[config.mk]
export PLATFORM = sky130hd
export DESIGN_NAME = flt_pds2_rr_scheduler_flat
export DESIGN_NICKNAME = d
export VERILOG_FILES = /design/src/rtl/flt_pds2_rr_scheduler_if.sv /design/src/rtl/flt_pds2_rr_scheduler.sv /design/src/flat_wrapper.sv
export SDC_FILE = /design/constraint.sdc
export NUM_CORES = 1
export LEC_CHECK = 0
export CAP_MARGIN = 15
export CORE_MARGIN = 2
export CORE_UTILIZATION = 41
export DETAILED_ROUTE_END_ITERATION = 10
export PLACE_DENSITY = 0.8
export SLEW_MARGIN = 30
export SYNTH_ARGS = -nofsm -noshare
export SYNTH_HDL_FRONTEND = slang
export SYNTH_SLANG_ARGS = --single-unit
[constraint.sdc]
create_clock -name i_aclk -period 4.8 [get_ports i_aclk]
set_input_delay 0.48 -clock i_aclk [delete_from_list [all_inputs] [get_ports i_aclk]]
set_output_delay 0.48 -clock i_aclk [all_outputs]
set_load 0.05 [all_outputs]
[src/rtl/flt_pds2_rr_scheduler_if.sv]
// Requester and core-facing streams of the flt_pds2 round-robin scheduler.
// slave = scheduler side, master = requesters plus the core.
interface flt_pds2_rr_scheduler_if #(
  parameter int unsigned NUM_REQ         = 4,
  parameter int unsigned TDATA_WIDTH     = 32,
  parameter int unsigned TDATA_OUT_WIDTH = 32
);
  logic [NUM_REQ*TDATA_WIDTH-1:0] i_req_tdata;
  logic [NUM_REQ-1:0]             i_req_tvalid;
  logic [NUM_REQ-1:0]             o_req_tready;
  logic [TDATA_WIDTH-1:0]         o_axi4s_a_tdata;
  logic                           o_axi4s_a_tvalid;
  logic [TDATA_OUT_WIDTH-1:0]     i_axi4s_result_tdata;
  logic                           i_axi4s_result_tvalid;
  logic [TDATA_OUT_WIDTH-1:0]     o_rsp_tdata;
  logic [NUM_REQ-1:0]             o_rsp_tvalid;

  modport slave (
    input  i_req_tdata, i_req_tvalid, i_axi4s_result_tdata, i_axi4s_result_tvalid,
    output o_req_tready, o_axi4s_a_tdata, o_axi4s_a_tvalid, o_rsp_tdata, o_rsp_tvalid
  );

  modport master (
    output i_req_tdata, i_req_tvalid, i_axi4s_result_tdata, i_axi4s_result_tvalid,
    input  o_req_tready, o_axi4s_a_tdata, o_axi4s_a_tvalid, o_rsp_tdata, o_rsp_tvalid
  );
endinterface

[src/rtl/flt_pds2_rr_scheduler.sv]
// Round-robin sharing of one fixed-latency flt_pds2 core with tag-routed results and a drain FSM.
// Optional per-requester issue counters: define FLT_SCHED_PERF_CNT_EN.
module flt_pds2_rr_scheduler #(
  parameter int unsigned NUM_REQ         = 4,
  parameter int unsigned TDATA_WIDTH     = 32,
  parameter int unsigned TDATA_OUT_WIDTH = 32,
  parameter int unsigned PIPE_STAGE_NUM  = 14,
  localparam int unsigned TAG_W          = $clog2(NUM_REQ),
  localparam int unsigned CNT_W          = $clog2(PIPE_STAGE_NUM + 2)
) (
  input  logic                        i_aclk,
  input  logic                        i_areset,
  flt_pds2_rr_scheduler_if.slave      bus,
  input  logic                        i_drain,
  output logic                        o_drained,
  output logic [CNT_W-1:0]            o_inflight,
  output logic                        o_err
`ifdef FLT_SCHED_PERF_CNT_EN
  ,
  output logic [NUM_REQ*32-1:0]       o_issue_cnt
`endif
);

  typedef enum logic [1:0] {
    ST_RUN     = 2'd0,
    ST_DRAIN   = 2'd1,
    ST_DRAINED = 2'd2
  } state_e;

  state_e                                  state_q, state_d;
  logic [TAG_W-1:0]                        ptr_q;
  logic                                    a_tvalid_q;
  logic [TDATA_WIDTH-1:0]                  a_tdata_q;
  logic [TAG_W-1:0]                        a_tag_q;
  logic [PIPE_STAGE_NUM-1:0]               pipe_vld_q;
  logic [PIPE_STAGE_NUM-1:0][TAG_W-1:0]    pipe_tag_q;
  logic [TDATA_OUT_WIDTH-1:0]              rsp_tdata_q;
  logic [NUM_REQ-1:0]                      rsp_vld_q, rsp_vld_d;
  logic [CNT_W-1:0]                        inflight_q;
  logic                                    err_q;

  logic [TAG_W-1:0]                        cand_c;
  logic [TAG_W-1:0]                        grant_idx_c;
  logic                                    grant_vld_c;
  logic [NUM_REQ-1:0]                      grant_c;
  logic                                    head_vld_c;
  logic [TAG_W-1:0]                        head_tag_c;

  assign head_vld_c = pipe_vld_q[PIPE_STAGE_NUM-1];
  assign head_tag_c = pipe_tag_q[PIPE_STAGE_NUM-1];

  // Round-robin search starting just after the last granted requester
  always_comb begin
    cand_c      = '0;
    grant_idx_c = '0;
    grant_vld_c = 1'b0;
    grant_c     = '0;
    if (state_q == ST_RUN && !i_drain && !i_areset) begin
      for (int unsigned i = 1; i <= NUM_REQ; i++) begin
        cand_c = TAG_W'((32'(ptr_q) + i) % NUM_REQ);
        if (!grant_vld_c && bus.i_req_tvalid[cand_c]) begin
          grant_vld_c = 1'b1;
          grant_idx_c = cand_c;
        end
      end
    end
    grant_c[grant_idx_c] = grant_vld_c;
  end

  always_comb begin
    rsp_vld_d = '0;
    if (bus.i_axi4s_result_tvalid && head_vld_c) begin
      rsp_vld_d[head_tag_c] = 1'b1;
    end
  end

  always_comb begin
    state_d = state_q;
    case (state_q)
      ST_RUN:     if (i_drain) state_d = ST_DRAIN;
      ST_DRAIN: begin
        if (!i_drain) begin
          state_d = ST_RUN;
        end else if (inflight_q == '0 && !a_tvalid_q) begin
          state_d = ST_DRAINED;
        end
      end
      ST_DRAINED: if (!i_drain) state_d = ST_RUN;
      default:    state_d = ST_RUN;
    endcase
  end

  always_ff @(posedge i_aclk or posedge i_areset) begin
    if (i_areset) begin
      state_q <= ST_RUN;
    end else begin
      state_q <= state_d;
    end
  end

  // Issue register, tag pipe aligned to core latency, and result return
  always_ff @(posedge i_aclk or posedge i_areset) begin
    if (i_areset) begin
      ptr_q       <= TAG_W'(NUM_REQ - 1);
      a_tvalid_q  <= 1'b0;
      a_tdata_q   <= '0;
      a_tag_q     <= '0;
      pipe_vld_q  <= '0;
      pipe_tag_q  <= '0;
      rsp_tdata_q <= '0;
      rsp_vld_q   <= '0;
      inflight_q  <= '0;
      err_q       <= 1'b0;
    end else begin
      a_tvalid_q <= grant_vld_c;
      if (grant_vld_c) begin
        ptr_q     <= grant_idx_c;
        a_tag_q   <= grant_idx_c;
        a_tdata_q <= bus.i_req_tdata[32'(grant_idx_c)*TDATA_WIDTH +: TDATA_WIDTH];
      end
      pipe_vld_q[0] <= a_tvalid_q;
      pipe_tag_q[0] <= a_tag_q;
      for (int unsigned s = 1; s < PIPE_STAGE_NUM; s++) begin
        pipe_vld_q[s] <= pipe_vld_q[s-1];
        pipe_tag_q[s] <= pipe_tag_q[s-1];
      end
      rsp_vld_q <= rsp_vld_d;
      if (bus.i_axi4s_result_tvalid && head_vld_c) begin
        rsp_tdata_q <= bus.i_axi4s_result_tdata;
      end
      if (bus.i_axi4s_result_tvalid != head_vld_c) begin
        err_q <= 1'b1;
      end
      if (grant_vld_c && !head_vld_c) begin
        inflight_q <= inflight_q + CNT_W'(1);
      end else if (!grant_vld_c && head_vld_c) begin
        inflight_q <= inflight_q - CNT_W'(1);
      end
    end
  end

`ifdef FLT_SCHED_PERF_CNT_EN
  logic [NUM_REQ-1:0][31:0] issue_cnt_q;

  always_ff @(posedge i_aclk or posedge i_areset) begin
    if (i_areset) begin
      issue_cnt_q <= '0;
    end else if (grant_vld_c) begin
      issue_cnt_q[grant_idx_c] <= issue_cnt_q[grant_idx_c] + 32'd1;
    end
  end

  assign o_issue_cnt = issue_cnt_q;
`endif

  assign bus.o_req_tready     = grant_c;
  assign bus.o_axi4s_a_tdata  = a_tdata_q;
  assign bus.o_axi4s_a_tvalid = a_tvalid_q;
  assign bus.o_rsp_tdata      = rsp_tdata_q;
  assign bus.o_rsp_tvalid     = rsp_vld_q;
  assign o_drained            = (state_q == ST_DRAINED);
  assign o_inflight           = inflight_q;
  assign o_err                = err_q;

endmodule

[src/flat_wrapper.sv]
// flat-port wrapper written by rule: the top's interface ports become plain ports
module flt_pds2_rr_scheduler_flat 
#(
  parameter int unsigned NUM_REQ         = 4,
  parameter int unsigned TDATA_WIDTH     = 32,
  parameter int unsigned TDATA_OUT_WIDTH = 32,
  parameter int unsigned PIPE_STAGE_NUM  = 14,
  localparam int unsigned TAG_W          = $clog2(NUM_REQ),
  localparam int unsigned CNT_W          = $clog2(PIPE_STAGE_NUM + 2)
)
  (i_aclk, i_areset, i_drain, o_drained, o_inflight, o_err, bus_i_req_tdata, bus_i_req_tvalid, bus_i_axi4s_result_tdata, bus_i_axi4s_result_tvalid, bus_o_req_tready, bus_o_axi4s_a_tdata, bus_o_axi4s_a_tvalid, bus_o_rsp_tdata, bus_o_rsp_tvalid);
  flt_pds2_rr_scheduler_if #(.NUM_REQ(NUM_REQ), .TDATA_WIDTH(TDATA_WIDTH), .TDATA_OUT_WIDTH(TDATA_OUT_WIDTH)) bus_i ();
  input  logic i_aclk;
  input  logic i_areset;
  input  logic i_drain;
  output logic o_drained;
  output logic [CNT_W-1:0] o_inflight;
  output logic o_err;
  input wire logic [$bits(bus_i.i_req_tdata)-1:0] bus_i_req_tdata;
  input wire logic [$bits(bus_i.i_req_tvalid)-1:0] bus_i_req_tvalid;
  input wire logic [$bits(bus_i.i_axi4s_result_tdata)-1:0] bus_i_axi4s_result_tdata;
  input wire logic [$bits(bus_i.i_axi4s_result_tvalid)-1:0] bus_i_axi4s_result_tvalid;
  output wire logic [$bits(bus_i.o_req_tready)-1:0] bus_o_req_tready;
  output wire logic [$bits(bus_i.o_axi4s_a_tdata)-1:0] bus_o_axi4s_a_tdata;
  output wire logic [$bits(bus_i.o_axi4s_a_tvalid)-1:0] bus_o_axi4s_a_tvalid;
  output wire logic [$bits(bus_i.o_rsp_tdata)-1:0] bus_o_rsp_tdata;
  output wire logic [$bits(bus_i.o_rsp_tvalid)-1:0] bus_o_rsp_tvalid;
  assign bus_i.i_req_tdata = bus_i_req_tdata;
  assign bus_i.i_req_tvalid = bus_i_req_tvalid;
  assign bus_i.i_axi4s_result_tdata = bus_i_axi4s_result_tdata;
  assign bus_i.i_axi4s_result_tvalid = bus_i_axi4s_result_tvalid;
  assign bus_o_req_tready = bus_i.o_req_tready;
  assign bus_o_axi4s_a_tdata = bus_i.o_axi4s_a_tdata;
  assign bus_o_axi4s_a_tvalid = bus_i.o_axi4s_a_tvalid;
  assign bus_o_rsp_tdata = bus_i.o_rsp_tdata;
  assign bus_o_rsp_tvalid = bus_i.o_rsp_tvalid;
  flt_pds2_rr_scheduler #(.NUM_REQ(NUM_REQ), .TDATA_WIDTH(TDATA_WIDTH), .TDATA_OUT_WIDTH(TDATA_OUT_WIDTH), .PIPE_STAGE_NUM(PIPE_STAGE_NUM)) u_core (.i_aclk(i_aclk), .i_areset(i_areset), .bus(bus_i), .i_drain(i_drain), .o_drained(o_drained), .o_inflight(o_inflight), .o_err(o_err));
endmodule
# ---- Yosys cells after proc, flatten, opt, wreduce, memory -nomap -nowiden
# Index checks and enable logic that the tools add are counted.
dict set report totals {
  regBits 122
  wordCells 102
}
dict set report op_classes {
  add_sub_neg 6
  order_cmp 8
  n_eq_ne 6
  n_shift 1
  muxes 33
  bitwise 1
  n_reduce_logical 23
}
# operator count
set op_table {}
lappend op_table {{$shiftx 128x8->32} 1}
lappend op_table {{$lt 2x3->1 const B} 6}
lappend op_table {{$mux 2} 9}
lappend op_table {{$mux 1} 14}
lappend op_table {{$mux 4} 3}
lappend op_table {{$logic_and 1x1->1} 11}
lappend op_table {{$bmux 1 s2} 4}
lappend op_table {{$logic_not 1->1} 8}
lappend op_table {{$pmux 2 s3} 1}
lappend op_table {{$add 2x1->2 const B} 2}
lappend op_table {{$add 2x2->2 const B} 2}
lappend op_table {{$add 4x1->4 const B} 1}
lappend op_table {{$and 4x4->4} 1}
lappend op_table {{$demux 1 s2} 2}
lappend op_table {{$ge 2x1->1 const B} 2}
lappend op_table {{$logic_not 4->1} 1}
lappend op_table {{$ne 2x2->1 const B} 2}
lappend op_table {{$sub 4x1->4 const B} 1}
lappend op_table {{$ne 3x2->1 const B} 1}
lappend op_table {{$reduce_and 3->1} 1}
lappend op_table {{$eq 2x1->1 const B} 1}
lappend op_table {{$eq 2x2->1 const B} 1}
lappend op_table {{$logic_not 2->1} 1}
lappend op_table {{$reduce_bool 2->1} 1}
lappend op_table {{$ne 1x1->1} 1}

# ---- Logic depth before layout (Yosys ltp)
# Gate-level depths: netlist of the first run.
dict set report depth {
  word_depth 22
  mapped_depth 14
  mapped_depth_nobuf 12
}

# ---- Worst setup path after synthesis of the first run
# Ideal clock, no wire load.
dict set report synth_timing {
  path_type {input port to flip-flop}
  start {input bus_i_req_tvalid[1]}
  end {register u_core.inflight_q[3], in the netlist u_core.o_inflight[3]}
  setup_ns 0.144
  arrival_ns 2.522
  required_time_ns 4.656
  path_slack_ns 2.134
  cell_stages 14
  path_buffers 2
  cell_sequence {clkbuf_2 nor2_1 nand2_1 nand2_2 clkinv_1 buf_2 ha_1 inv_1 ha_1 a21o_1 a21oi_1 xnor2_1 nor2_1 xor2_1}
}
dict set report synth_between {
  elab_chain_cells 19
  word_cells_on_any_way 27
  cone_classes {17 x mux; 10 x reduce/logical}
}
# item line_no
set synth_lines {}
lappend synth_lines {{start, declared} flat_wrapper.sv:20} ;# input wire logic [$bits(bus_i.i_req_tvalid)-1:0] bus_i_req_tvalid;
lappend synth_lines {{$bmux 1 s2} flt_pds2_rr_scheduler.sv:61} ;# if (!grant_vld_c && bus.i_req_tvalid[cand_c]) begin
lappend synth_lines {{$mux 1 (implied by the code)} flt_pds2_rr_scheduler.sv:61}
lappend synth_lines {{$mux 1} flt_pds2_rr_scheduler.sv:61}
lappend synth_lines {{$mux 1} flt_pds2_rr_scheduler.sv:58} ;# if (state_q == ST_RUN && !i_drain && !i_areset) begin
lappend synth_lines {{$logic_not 1->1} flt_pds2_rr_scheduler.sv:61}
lappend synth_lines {{$logic_and 1x1->1} flt_pds2_rr_scheduler.sv:61}
lappend synth_lines {{$mux 1} flt_pds2_rr_scheduler.sv:61}
lappend synth_lines {{$mux 1} flt_pds2_rr_scheduler.sv:58}
lappend synth_lines {{(+4 left out)} -}
lappend synth_lines {{$logic_not 1->1} flt_pds2_rr_scheduler.sv:61}
lappend synth_lines {{$logic_and 1x1->1} flt_pds2_rr_scheduler.sv:61}
lappend synth_lines {{$mux 1 *} flt_pds2_rr_scheduler.sv:61}
lappend synth_lines {{$mux 1 *} flt_pds2_rr_scheduler.sv:58}
lappend synth_lines {{net u_core.grant_vld_c} flt_pds2_rr_scheduler.sv:44} ;# logic grant_vld_c;
lappend synth_lines {{$logic_not 1->1} flt_pds2_rr_scheduler.sv:136} ;# end else if (!grant_vld_c && head_vld_c) begin
lappend synth_lines {{$logic_and 1x1->1} flt_pds2_rr_scheduler.sv:136}
lappend synth_lines {{$reduce_bool 2->1 (no line)} -}
lappend synth_lines {{end signal, assigned} flt_pds2_rr_scheduler.sv:135} ;# inflight_q <= inflight_q + CNT_W'(1);
lappend synth_lines {{end signal, assigned} flt_pds2_rr_scheduler.sv:137} ;# inflight_q <= inflight_q - CNT_W'(1);
lappend synth_lines {{end, declared} flt_pds2_rr_scheduler.sv:39} ;# logic [CNT_W-1:0] inflight_q;
# Mark *: on every way through the listed nets, which the timed path passes. The rest lies on a longest branch. The select of a mux whose other input is x is not followed.
# A chain may end at the register's enable or synchronous reset.

# ---- Worst setup path in the final report of the first run
dict set report layout_timing {
  start {input bus_i_req_tvalid[3]}
  end {output bus_o_req_tready[3]}
}
dict set report layout_between {
  elab_chain_cells 21
  word_cells_on_any_way 33
  cone_classes {2 x order compare; 23 x mux; 1 x bitwise; 7 x reduce/logical}
}
# item line_no
set layout_lines {}
lappend layout_lines {{$bmux 1 s2} flt_pds2_rr_scheduler.sv:61}
lappend layout_lines {{$mux 1 (implied by the code)} flt_pds2_rr_scheduler.sv:61}
lappend layout_lines {{$mux 1} flt_pds2_rr_scheduler.sv:61}
lappend layout_lines {{$mux 1} flt_pds2_rr_scheduler.sv:58}
lappend layout_lines {{$logic_not 1->1} flt_pds2_rr_scheduler.sv:61}
lappend layout_lines {{$logic_and 1x1->1} flt_pds2_rr_scheduler.sv:61}
lappend layout_lines {{$mux 1} flt_pds2_rr_scheduler.sv:61}
lappend layout_lines {{$mux 1} flt_pds2_rr_scheduler.sv:58}
lappend layout_lines {{(+5 left out)} -}
lappend layout_lines {{$logic_and 1x1->1} flt_pds2_rr_scheduler.sv:61}
lappend layout_lines {{$mux 2} flt_pds2_rr_scheduler.sv:61}
lappend layout_lines {{$mux 2} flt_pds2_rr_scheduler.sv:58}
lappend layout_lines {{$lt 2x3->1 (implied by the code) or $ge 2x1->1 (tied branches)} flt_pds2_rr_scheduler.sv:67} ;# grant_c[grant_idx_c] = grant_vld_c;
lappend layout_lines {{$logic_and 1x1->1 (implied by the code)} flt_pds2_rr_scheduler.sv:67}
lappend layout_lines {{$mux 1 (implied by the code)} flt_pds2_rr_scheduler.sv:67}
lappend layout_lines {{$demux 1 s2} -}
lappend layout_lines {{$and 4x4->4 (no line) *} -}
lappend layout_lines {{end, declared} flat_wrapper.sv:23} ;# output wire logic [$bits(bus_i.o_req_tready)-1:0] bus_o_req_tready;
# Mark *: on every way between the ends. The rest lies on a longest branch, timed or not. The select of a mux whose other input is x is not followed.

==> impl_metrics.env, run 1 <==
export IMPL_worst_slew_pin_slew_ns=0.8687
export IMPL_dp_cells=779
export IMPL_std_cell_rows=40
export IMPL_rsz0062_at_grt="false"
export IMPL_yosys_most_used_dff="dfrtp_1"
export IMPL_multi_input_area_mm2=0.001783
export IMPL_clockBufferDepth=2
export IMPL_r2r_start="u_core.state_q[0]"
export IMPL_p_per_area_mw_per_mm2=608.7
export IMPL_clkLatencyLatePin_ns=0.40
export IMPL_cts_hold_buf=0
export IMPL_wirelength_um=15430
export IMPL_post_route_period_util=0.7864
export IMPL_syn_inst=407
export IMPL_fin_worst_skew_ns=0.006402
export IMPL_grt_usage=0.2329
export IMPL_regToRegEndpoint="u_core.o_inflight[3]"
export IMPL_final_cells=812
export IMPL_yosysUniqueCellTypes=51
export IMPL_fp_dieH_um=114.7
export IMPL_cts_tree="done"
export IMPL_path_clk_slew_ns=0.05
export IMPL_cts_htree_levels=4
export IMPL_die_w_um=114.7
export IMPL_mostFrequentLayoutCell="clkdlybuf4s50_1"
export IMPL_p_int_mw=3.023
export IMPL_hp_class="flop to flop"
export IMPL_dp_slack_ns=1.104
export IMPL_num_io_pins=247
export IMPL_worstPathRequired_ns=4.32
export IMPL_syn_nets=580
export IMPL_start_kind="input port"
export IMPL_hold_viol=0
export IMPL_first_global_vias=4266
export IMPL_fin_nets=825
export IMPL_avgViaCountPerCell=5.300
export IMPL_drc=0
export IMPL_cts_root_buf="clkbuf_16"
export IMPL_dr_total_vias=4304
export IMPL_ys_top_cells_by_area="dfrtp_1, mux2_2, a221oi_1"
export IMPL_hold_end="u_core.pipe_tag_q[20]"
export IMPL_cts_sinks=122
export IMPL_cts_setup_buffers=0
export IMPL_finalPower_mw=4.986
export IMPL_fin_crit_ns=3.775
export IMPL_power_frac_seq=0.323
export IMPL_r2r_slack_ns=2.33
export IMPL_finalMaxSlewViolations=0
export IMPL_ys_seq_area_frac=0.6084
export IMPL_design_core_area_mm2=0.01196
export IMPL_cap_violations=0
export IMPL_ir_worst_vdd_uv=260.5
export IMPL_synth_seq_cells=122
export IMPL_nFillCells=878
export IMPL_relSlewSlack=0.4182
export IMPL_ff2ff_path_depth=11
export IMPL_synthArstFlopShare=1.000
export IMPL_drive_gt1_frac=0.1323
export IMPL_worstSetupEndpointType="primary output"
export IMPL_diodes=0
export IMPL_path_class="input port to primary output"
export IMPL_setup_viol_count_final=0
export IMPL_crit_fanout=15
export IMPL_critical_path_arrival_ns=3.29
export IMPL_place_congestion=0.8552
export IMPL_antenna_left=0
export IMPL_cts_buffers=17
export IMPL_syn_area_mm2=0.005022
export IMPL_syn_to_final_growth_pct=63.10
export IMPL_grt_antenna_before_repair=0
export IMPL_drt_iter0_markers=272
export IMPL_p_sw_frac=0.3937
export IMPL_final_cell_mix="clkdlybuf4s50_1, dfrtp_1, nor2_1"
export IMPL_outcome="finished, final reports clean"
export IMPL_hold_start="u_core.pipe_tag_q[18]"
export IMPL_place_port_buffers=246
export IMPL_setup_slack_ns=1.025
export IMPL_whs_path_depth=0
export IMPL_max_freq_mhz=264.9
export IMPL_grt_max_degree=84
export IMPL_grt_overflow=0
export IMPL_synth_top_area_share=0.5979
export IMPL_syn_area_per_cell_um2=12.34
export IMPL_synth_edf_count=0
export IMPL_power_switching_mw=1.963
export IMPL_dp_hpwl_um=11060
export IMPL_pwr_share_clk=0.262
export IMPL_placed_cell_area_mm2=0.007548
export IMPL_comb_power_share=0.415
export IMPL_wire_per_inst_um=19.00
export IMPL_cts_resized=0
export IMPL_power_leakage_nw=3.385
export IMPL_initial_core_util=0.4199
export IMPL_seq_area_mm2=0.003055
export IMPL_grt_pass1_wl_um=22920
export IMPL_yosysTopAreaCell="dfrtp_1"
export IMPL_final_area_mm2=0.008192
export IMPL_setup_tns_ns=0
export IMPL_drt_pre_antenna_iters=6
export IMPL_yosysWarnings=0
export IMPL_die_area_mm2=0.01315
==> power groups by stage <==
stage	Clock [mW]	Combinational (mW)	Sequential, mW
6_report	1.31	2.07	1.61
2_1_floorplan	0	0.501	2.38
4_1_cts	1.33	2.07	1.62
3_3_place_gp	0	2.02	1.60
3_5_place_dp	0	2.06	1.63
5_1_grt	1.38	2.17	1.66
==> through the flow <==
stage | hold WS (ns) | utilization
final | 0.3425 | 0.6848
after global routing | 0.3510 | 0.6848
after CTS | 0.3465 | 0.6823
after detailed placement | 0.3365 | 0.6311
after global placement | 0.3320 | 0.6311
after floorplan | 0.3312 | -
==> layout make-up <==
| class | count | share of cell area |
|---|---|---|
| Inverter | 5 | 0.002902 |
| Clock inverter | 10 | 0.01695 |
| Timing Repair Buffer | 253 | 0.3091 |
| Multi-Input combinational cell | 253 | 0.2177 |
| Clock buffer | 22 | 0.05789 |
| Tap cell | 147 | 0.02245 |
| Sequential cell | 122 | 0.3730 |
==> cells in the mapped netlist, drive strengths merged, types with 2 or more instances <==
master,number
dfrtp,120
nor2,38
a21oi,35
mux2,33
a22oi,25
nand2,25
a221oi,22
buf,21
a31oi,11
o21ai,11
and3,9
a21boi,8
clkbuf,6
ha,4
inv,4
nor2b,4
xnor2,3
and2,2
and3b,2
dfstp,2
nor4,2
o211ai,2
o21a,2
==> metal layers <==
| metal | global-route usage | wire (µm) |
|---|---|---|
| met4 | 0.06585 | 150 |
| met1 | 0.2739 | 5873 |
| met2 | 0.4166 | 8044 |
| met5 | 0 | 0 |
| met3 | 0.06458 | 1361 |
==> flip-flops by register name, indices dropped and copies added (netlist names), 4 cells and up <==
name,count
u_core.bus.o_axi4s_a_tdata,32
u_core.bus.o_rsp_tdata,32
u_core.bus.o_rsp_tvalid,4
u_core.o_inflight,4
u_core.pipe_tag_q,26
u_core.pipe_vld_q,14
==> worst max-delay path by stage <==
stage / start / endpoint / slack (ns) / cells after the start
floorplan: i_areset / u_core.a_tag_q[0] / 1.08 / 1
global placement: bus_i_req_tvalid[3] / bus_o_req_tready[3] / 1.24 / 6
detailed placement: bus_i_req_tvalid[3] / bus_o_req_tready[3] / 1.10 / 6
CTS: bus_i_req_tvalid[3] / bus_o_req_tready[3] / 1.08 / 6
global route: bus_i_req_tvalid[3] / bus_o_req_tready[3] / 0.83 / 6
finish: bus_i_req_tvalid[3] / bus_o_req_tready[3] / 1.03 / 6
==> cell families after synthesis <==
kind of cell	Yosys count	synth area share
multiplexers	34	0.07598
XOR/XNOR	4	0.006977
buffers and inverters	32	0.03836
AO/OA/AOI/OAI	123	0.1736
AND/OR/NAND/NOR	87	0.08271
flip-flops	122	0.6084
adder cells (fa/ha/maj)	5	0.01395
==> worst max-delay path, cell delays in order <==
cell	delay, ns
clkdlybuf4s50_1	0.76
nor2_1	0.15
a31oi_1	0.68
nand3_1	0.24
nor2b_1	0.16
clkdlybuf4s50_1	0.81
Note: power is estimated with default switching activity, not from simulation.
==> inputs of run 2 (changes only) <==
- CORE_UTILIZATION: 41 -> 37
- PLACE_DENSITY: 0.8 -> 0.76
- clock period: 4.8 -> 3.3 ns (I/O delays scaled with it)
==> impl_metrics.env, run 2 (synthesized netlist as in run 1, its figures left out) <==
export IMPL_nFillCells=1039
export IMPL_grt_pass1_wl_um=22700
export IMPL_grt_usage=0.2060
export IMPL_finalPower_mw=7.134
export IMPL_setup_viol_count_final=0
export IMPL_dr_total_vias=4327
export IMPL_ir_worst_vdd_uv=382.4
export IMPL_worstSetupEndpointType="primary output"
export IMPL_cts_sinks=122
export IMPL_clkLatencyLatePin_ns=0.41
export IMPL_mostFrequentLayoutCell="clkdlybuf4s50_1"
export IMPL_clockBufferDepth=2
export IMPL_design_core_area_mm2=0.01324
export IMPL_placed_cell_area_mm2=0.007671
export IMPL_avgViaCountPerCell=5.127
export IMPL_antenna_left=0
export IMPL_path_class="flop to primary output"
export IMPL_grt_overflow=0
export IMPL_grt_antenna_before_repair=0
export IMPL_num_io_pins=247
export IMPL_cts_tree="done"
export IMPL_relSlewSlack=0.5709
export IMPL_multi_input_area_mm2=0.001783
export IMPL_cts_hold_buf=0
export IMPL_wire_per_inst_um=17.84
export IMPL_cts_resized=0
export IMPL_fin_nets=828
export IMPL_first_global_vias=4451
export IMPL_worstPathRequired_ns=2.97
export IMPL_fin_crit_ns=2.600
export IMPL_seq_area_mm2=0.003055
export IMPL_final_cells=844
export IMPL_dp_cells=812
export IMPL_cts_htree_levels=4
export IMPL_path_clk_slew_ns=0.06
export IMPL_std_cell_rows=42
export IMPL_drc=0
export IMPL_rsz0062_at_grt="false"
export IMPL_critical_path_arrival_ns=2.27
export IMPL_final_area_mm2=0.008258
export IMPL_final_cell_mix="clkdlybuf4s50_1, dfrtp_1, nor2_1"
export IMPL_cts_buffers=17
export IMPL_fin_util=0.6236
export IMPL_outcome="finished, final reports clean"
export IMPL_initial_core_util=0.3793
export IMPL_finalMaxSlewViolations=0
export IMPL_dp_hpwl_um=10790
export IMPL_die_area_mm2=0.01452
export IMPL_wirelength_um=15060
export IMPL_die_w_um=120.5
export IMPL_drt_iter0_markers=224
export IMPL_place_congestion=0.8427
export IMPL_drt_pre_antenna_iters=5
export IMPL_max_freq_mhz=384.6
export IMPL_cts_setup_buffers=0
export IMPL_drive_gt1_frac=0.1437
export IMPL_worst_slew_pin_slew_ns=0.6399
export IMPL_p_per_area_mw_per_mm2=863.9
export IMPL_post_route_period_util=0.7879
export IMPL_hp_class="flop to flop"
export IMPL_crit_fanout=35
export IMPL_syn_to_final_growth_pct=64.42
export IMPL_power_leakage_nw=3.393
export IMPL_fin_worst_skew_ns=0.006306
export IMPL_setup_tns_ns=0
export IMPL_diodes=0
export IMPL_cap_violations=0
export IMPL_grt_max_degree=123
export IMPL_start_kind="flop"
export IMPL_hold_viol=0
export IMPL_fp_dieH_um=120.5
export IMPL_place_port_buffers=246
export IMPL_cts_root_buf="clkbuf_16"
==> run 2: cell types whose count changed in the layout (fill, tap and decap cells not counted), moves of 2 or more <==
cell	previous run	this run
buf_12	0	5
buf_4	7	9
bufinv_16	3	1
clkbuf_1	2	0
clkdlybuf4s50_1	245	242
clkinv_2	3	1
clkinv_4	1	4
clkinvlp_4	1	3
inv_8	0	2
==> run 2: critical path, cell delays in order, from the launching register on <==
cell	delay [ns]
dfrtp_1	0.42
nor4_4	0.44
nand2_2	0.11
clkinv_1	0.09
buf_4	0.38
and2_1	0.20
buf_4	0.19
==> run 2: path summary, 6_finish.rpt <==
| check | start | endpoint | slack [ns] | cells past startpoint |
|---|---|---|---|---|
| max in group asynchronous | i_areset | u_core.bus.o_rsp_tdata[28] | 2.30 | 3 |
| min reg2reg | u_core.pipe_vld_q[4] | u_core.pipe_vld_q[5] | 0.34 | 0 |
| max reg2reg | u_core.state_q[0] | u_core.o_inflight[3] | 0.85 | 11 |
| max | u_core.state_q[0] | bus_o_req_tready[0] | 0.70 | 6 |
| min | u_core.pipe_vld_q[4] | u_core.pipe_vld_q[5] | 0.34 | 0 |
| min in group asynchronous | i_areset | u_core.state_q[1] | 0.54 | 3 |
==> run 2: area by class of cell <==
class,count,share of cell area
multi-input combinational,253,0.2159
timing repair buffer,256,0.3136
clock buffer,19,0.05485
tap,176,0.02667
clock inverter,13,0.01621
sequential,122,0.3700
inverter,5,0.002727
==> run 2: metrics by stage <==
stage / hold WS (ns) / setup WS [ns]
global placement: 0.3333 / 0.5870
detailed placement: 0.3347 / 0.4215
CTS: 0.3465 / 0.6558
global route: 0.3514 / 0.5584
floorplan: 0.3312 / 0.7568
finish: 0.3442 / 0.7001
==> run 2: routing by layer <==
metal  wire (µm)  GRT usage  part of all wire
met1        5992     0.2425              0.40
met2        7483     0.3460              0.50
met3        1317    0.06651             0.087
met4         267    0.08794             0.018
met5           0          0                 0
==> run 2: power breakdown <==
part / switching [mW] / internal [mW]
registers: 0.303 / 2.03
logic: 1.89 / 1.12
clock network: 0.696 / 1.09
==> inputs of run 3 (changes only) <==
- clock period: 3.3 -> 2.1 ns (I/O delays scaled with it)
==> impl_metrics.env, run 3 (synthesized netlist as in run 1, its figures left out) <==
export IMPL_r2r_slack_ns=0.03
export IMPL_path_clk_slew_ns=0.05
export IMPL_crit_fanout=3
export IMPL_grt_overflow=0
export IMPL_antenna_left=0
export IMPL_drive_gt1_frac=0.2150
export IMPL_hold_slack_ns=0.3463
export IMPL_fin_nets=867
export IMPL_grt_usage=0.2172
export IMPL_cts_htree_levels=4
export IMPL_cts_buffers=17
export IMPL_worst_slew_pin_slew_ns=0.5908
export IMPL_drt_pre_antenna_iters=5
export IMPL_comb_power_share=0.433
export IMPL_setup_viol_count_final=0
export IMPL_critical_path_arrival_ns=2.35
export IMPL_rsz0062_at_grt="true"
export IMPL_start_kind="flop"
export IMPL_fin_crit_ns=2.068
export IMPL_power_frac_seq=0.306
export IMPL_startpoint="u_core.state_q[1]"
export IMPL_p_int_mw=7.278
export IMPL_grt_pass1_wl_um=24380
export IMPL_r2r_start="u_core.state_q[1]"
export IMPL_cap_violations=0
export IMPL_avgViaCountPerCell=5.087
export IMPL_p_per_area_mw_per_mm2=1340
export IMPL_placed_cell_area_mm2=0.007919
export IMPL_fp_dieH_um=120.5
export IMPL_dp_hpwl_um=11200
export IMPL_grt_max_degree=69
export IMPL_clockBufferDepth=2
export IMPL_mostFrequentLayoutCell="clkdlybuf4s50_1"
export IMPL_clkLatencyLatePin_ns=0.40
export IMPL_outcome="finished, final reports clean"
export IMPL_max_freq_mhz=483.5
export IMPL_first_global_vias=4713
export IMPL_initial_core_util=0.3793
export IMPL_drt_iter0_markers=244
export IMPL_final_cells=883
export IMPL_worstSetupEndpointType="flop"
export IMPL_p_sw_frac=0.3852
export IMPL_post_route_period_util=0.9849
export IMPL_num_io_pins=247
export IMPL_dr_total_vias=4492
export IMPL_worstPathRequired_ns=2.38
export IMPL_place_congestion=0.8394
export IMPL_dp_cells=832
export IMPL_die_area_mm2=0.01452
export IMPL_ir_worst_vdd_uv=578.1
export IMPL_std_cell_rows=42
export IMPL_hold_start="u_core.pipe_tag_q[18]"
export IMPL_wirelength_um=15570
export IMPL_cts_tree="done"
export IMPL_setup_tns_ns=0
export IMPL_cts_root_buf="clkbuf_16"
export IMPL_finalMaxSlewViolations=0
export IMPL_grt_antenna_before_repair=0
export IMPL_diodes=0
export IMPL_place_port_buffers=246
export IMPL_drc=0
export IMPL_syn_to_final_growth_pct=75.91
export IMPL_hold_viol=0
export IMPL_die_w_um=120.5
export IMPL_power_leakage_nw=3.685
export IMPL_cts_sinks=122
export IMPL_wire_per_inst_um=17.63
export IMPL_final_cell_mix="clkdlybuf4s50_1, dfrtp_1, buf_4"
export IMPL_cts_hold_buf=0
export IMPL_hp_class="flop to flop"
export IMPL_design_core_area_mm2=0.01324
export IMPL_path_class="flop to flop"
export IMPL_final_area_mm2=0.008835
export IMPL_fin_worst_skew_ns=0.01127
export IMPL_pwr_share_clk=0.261
export IMPL_power_switching_mw=4.561
export IMPL_relSlewSlack=0.6049
run 3: layout make-up:
cell class                 count  area [µm²]
fill                        1009        4408
sequential                   122        3055
timing repair buffer         295        3020
multi-input combinational    253        1867
clock buffer                  19       452.9
tap                          176       220.2
clock inverter                13       188.9
inverter                       5       30.03
run 3: worst paths after layout:
kind                                              end  cells after the start
max                              u_core.o_inflight[1]                      8
min                             u_core.pipe_tag_q[20]                      0
max reg2reg                      u_core.o_inflight[1]                      8
min reg2reg                     u_core.pipe_tag_q[20]                      0
max in group asynchronous             u_core.ptr_q[0]                      3
min in group asynchronous  u_core.bus.o_rsp_tdata[21]                      3
run 3: per-stage QoR:
stage	power, mW	utilization	worst slack (ns)
detailed placement	8.579	0.5980	-0.3097
floorplan	6.614	-	-0.1577
global route	12.40	0.6671	-0.08119
global placement	8.453	0.5980	-0.2708
CTS	11.83	0.6587	-0.005103
finish	11.84	0.6671	0.03170
run 3: power by group through the flow:
stage	sequential (mW)	combinational, mW	clock (mW)
CTS	3.64	5.04	3.16
global placement	3.64	4.81	0
finish	3.62	5.13	3.09
detailed placement	3.70	4.88	0
floorplan	5.44	1.17	0
global route	3.74	5.38	3.27
run 3: critical path: stages, from the launching register on:
cell and delay (ns):
dfrtp_1 0.40, nor4_4 0.30, nand2_2 0.12, clkinv_4 0.09
ha_4 0.14, inv_4 0.04, buf_4 0.13, fa_2 0.45
mux2_4 0.27
run 3: metal layers:
| metal | up-vias | wire length (µm) | global-route usage |
|---|---|---|---|
| met5 | - | 0 | 0 |
| met1 | 2152 | 6137 | 0.2579 |
| met3 | 24 | 1324 | 0.06745 |
| li1 | 2066 | - | - |
| met2 | 250 | 7805 | 0.3729 |
| met4 | 0 | 300 | 0.07558 |
run 3: repair_timing:
action | in CTS | in global routing
pin swaps | 3 | 8
gates cloned | 2 | 0
gates resized for setup | 9 | 12
buffers inserted | 7 | 10
endpoints found under the setup margin | 3 | 10
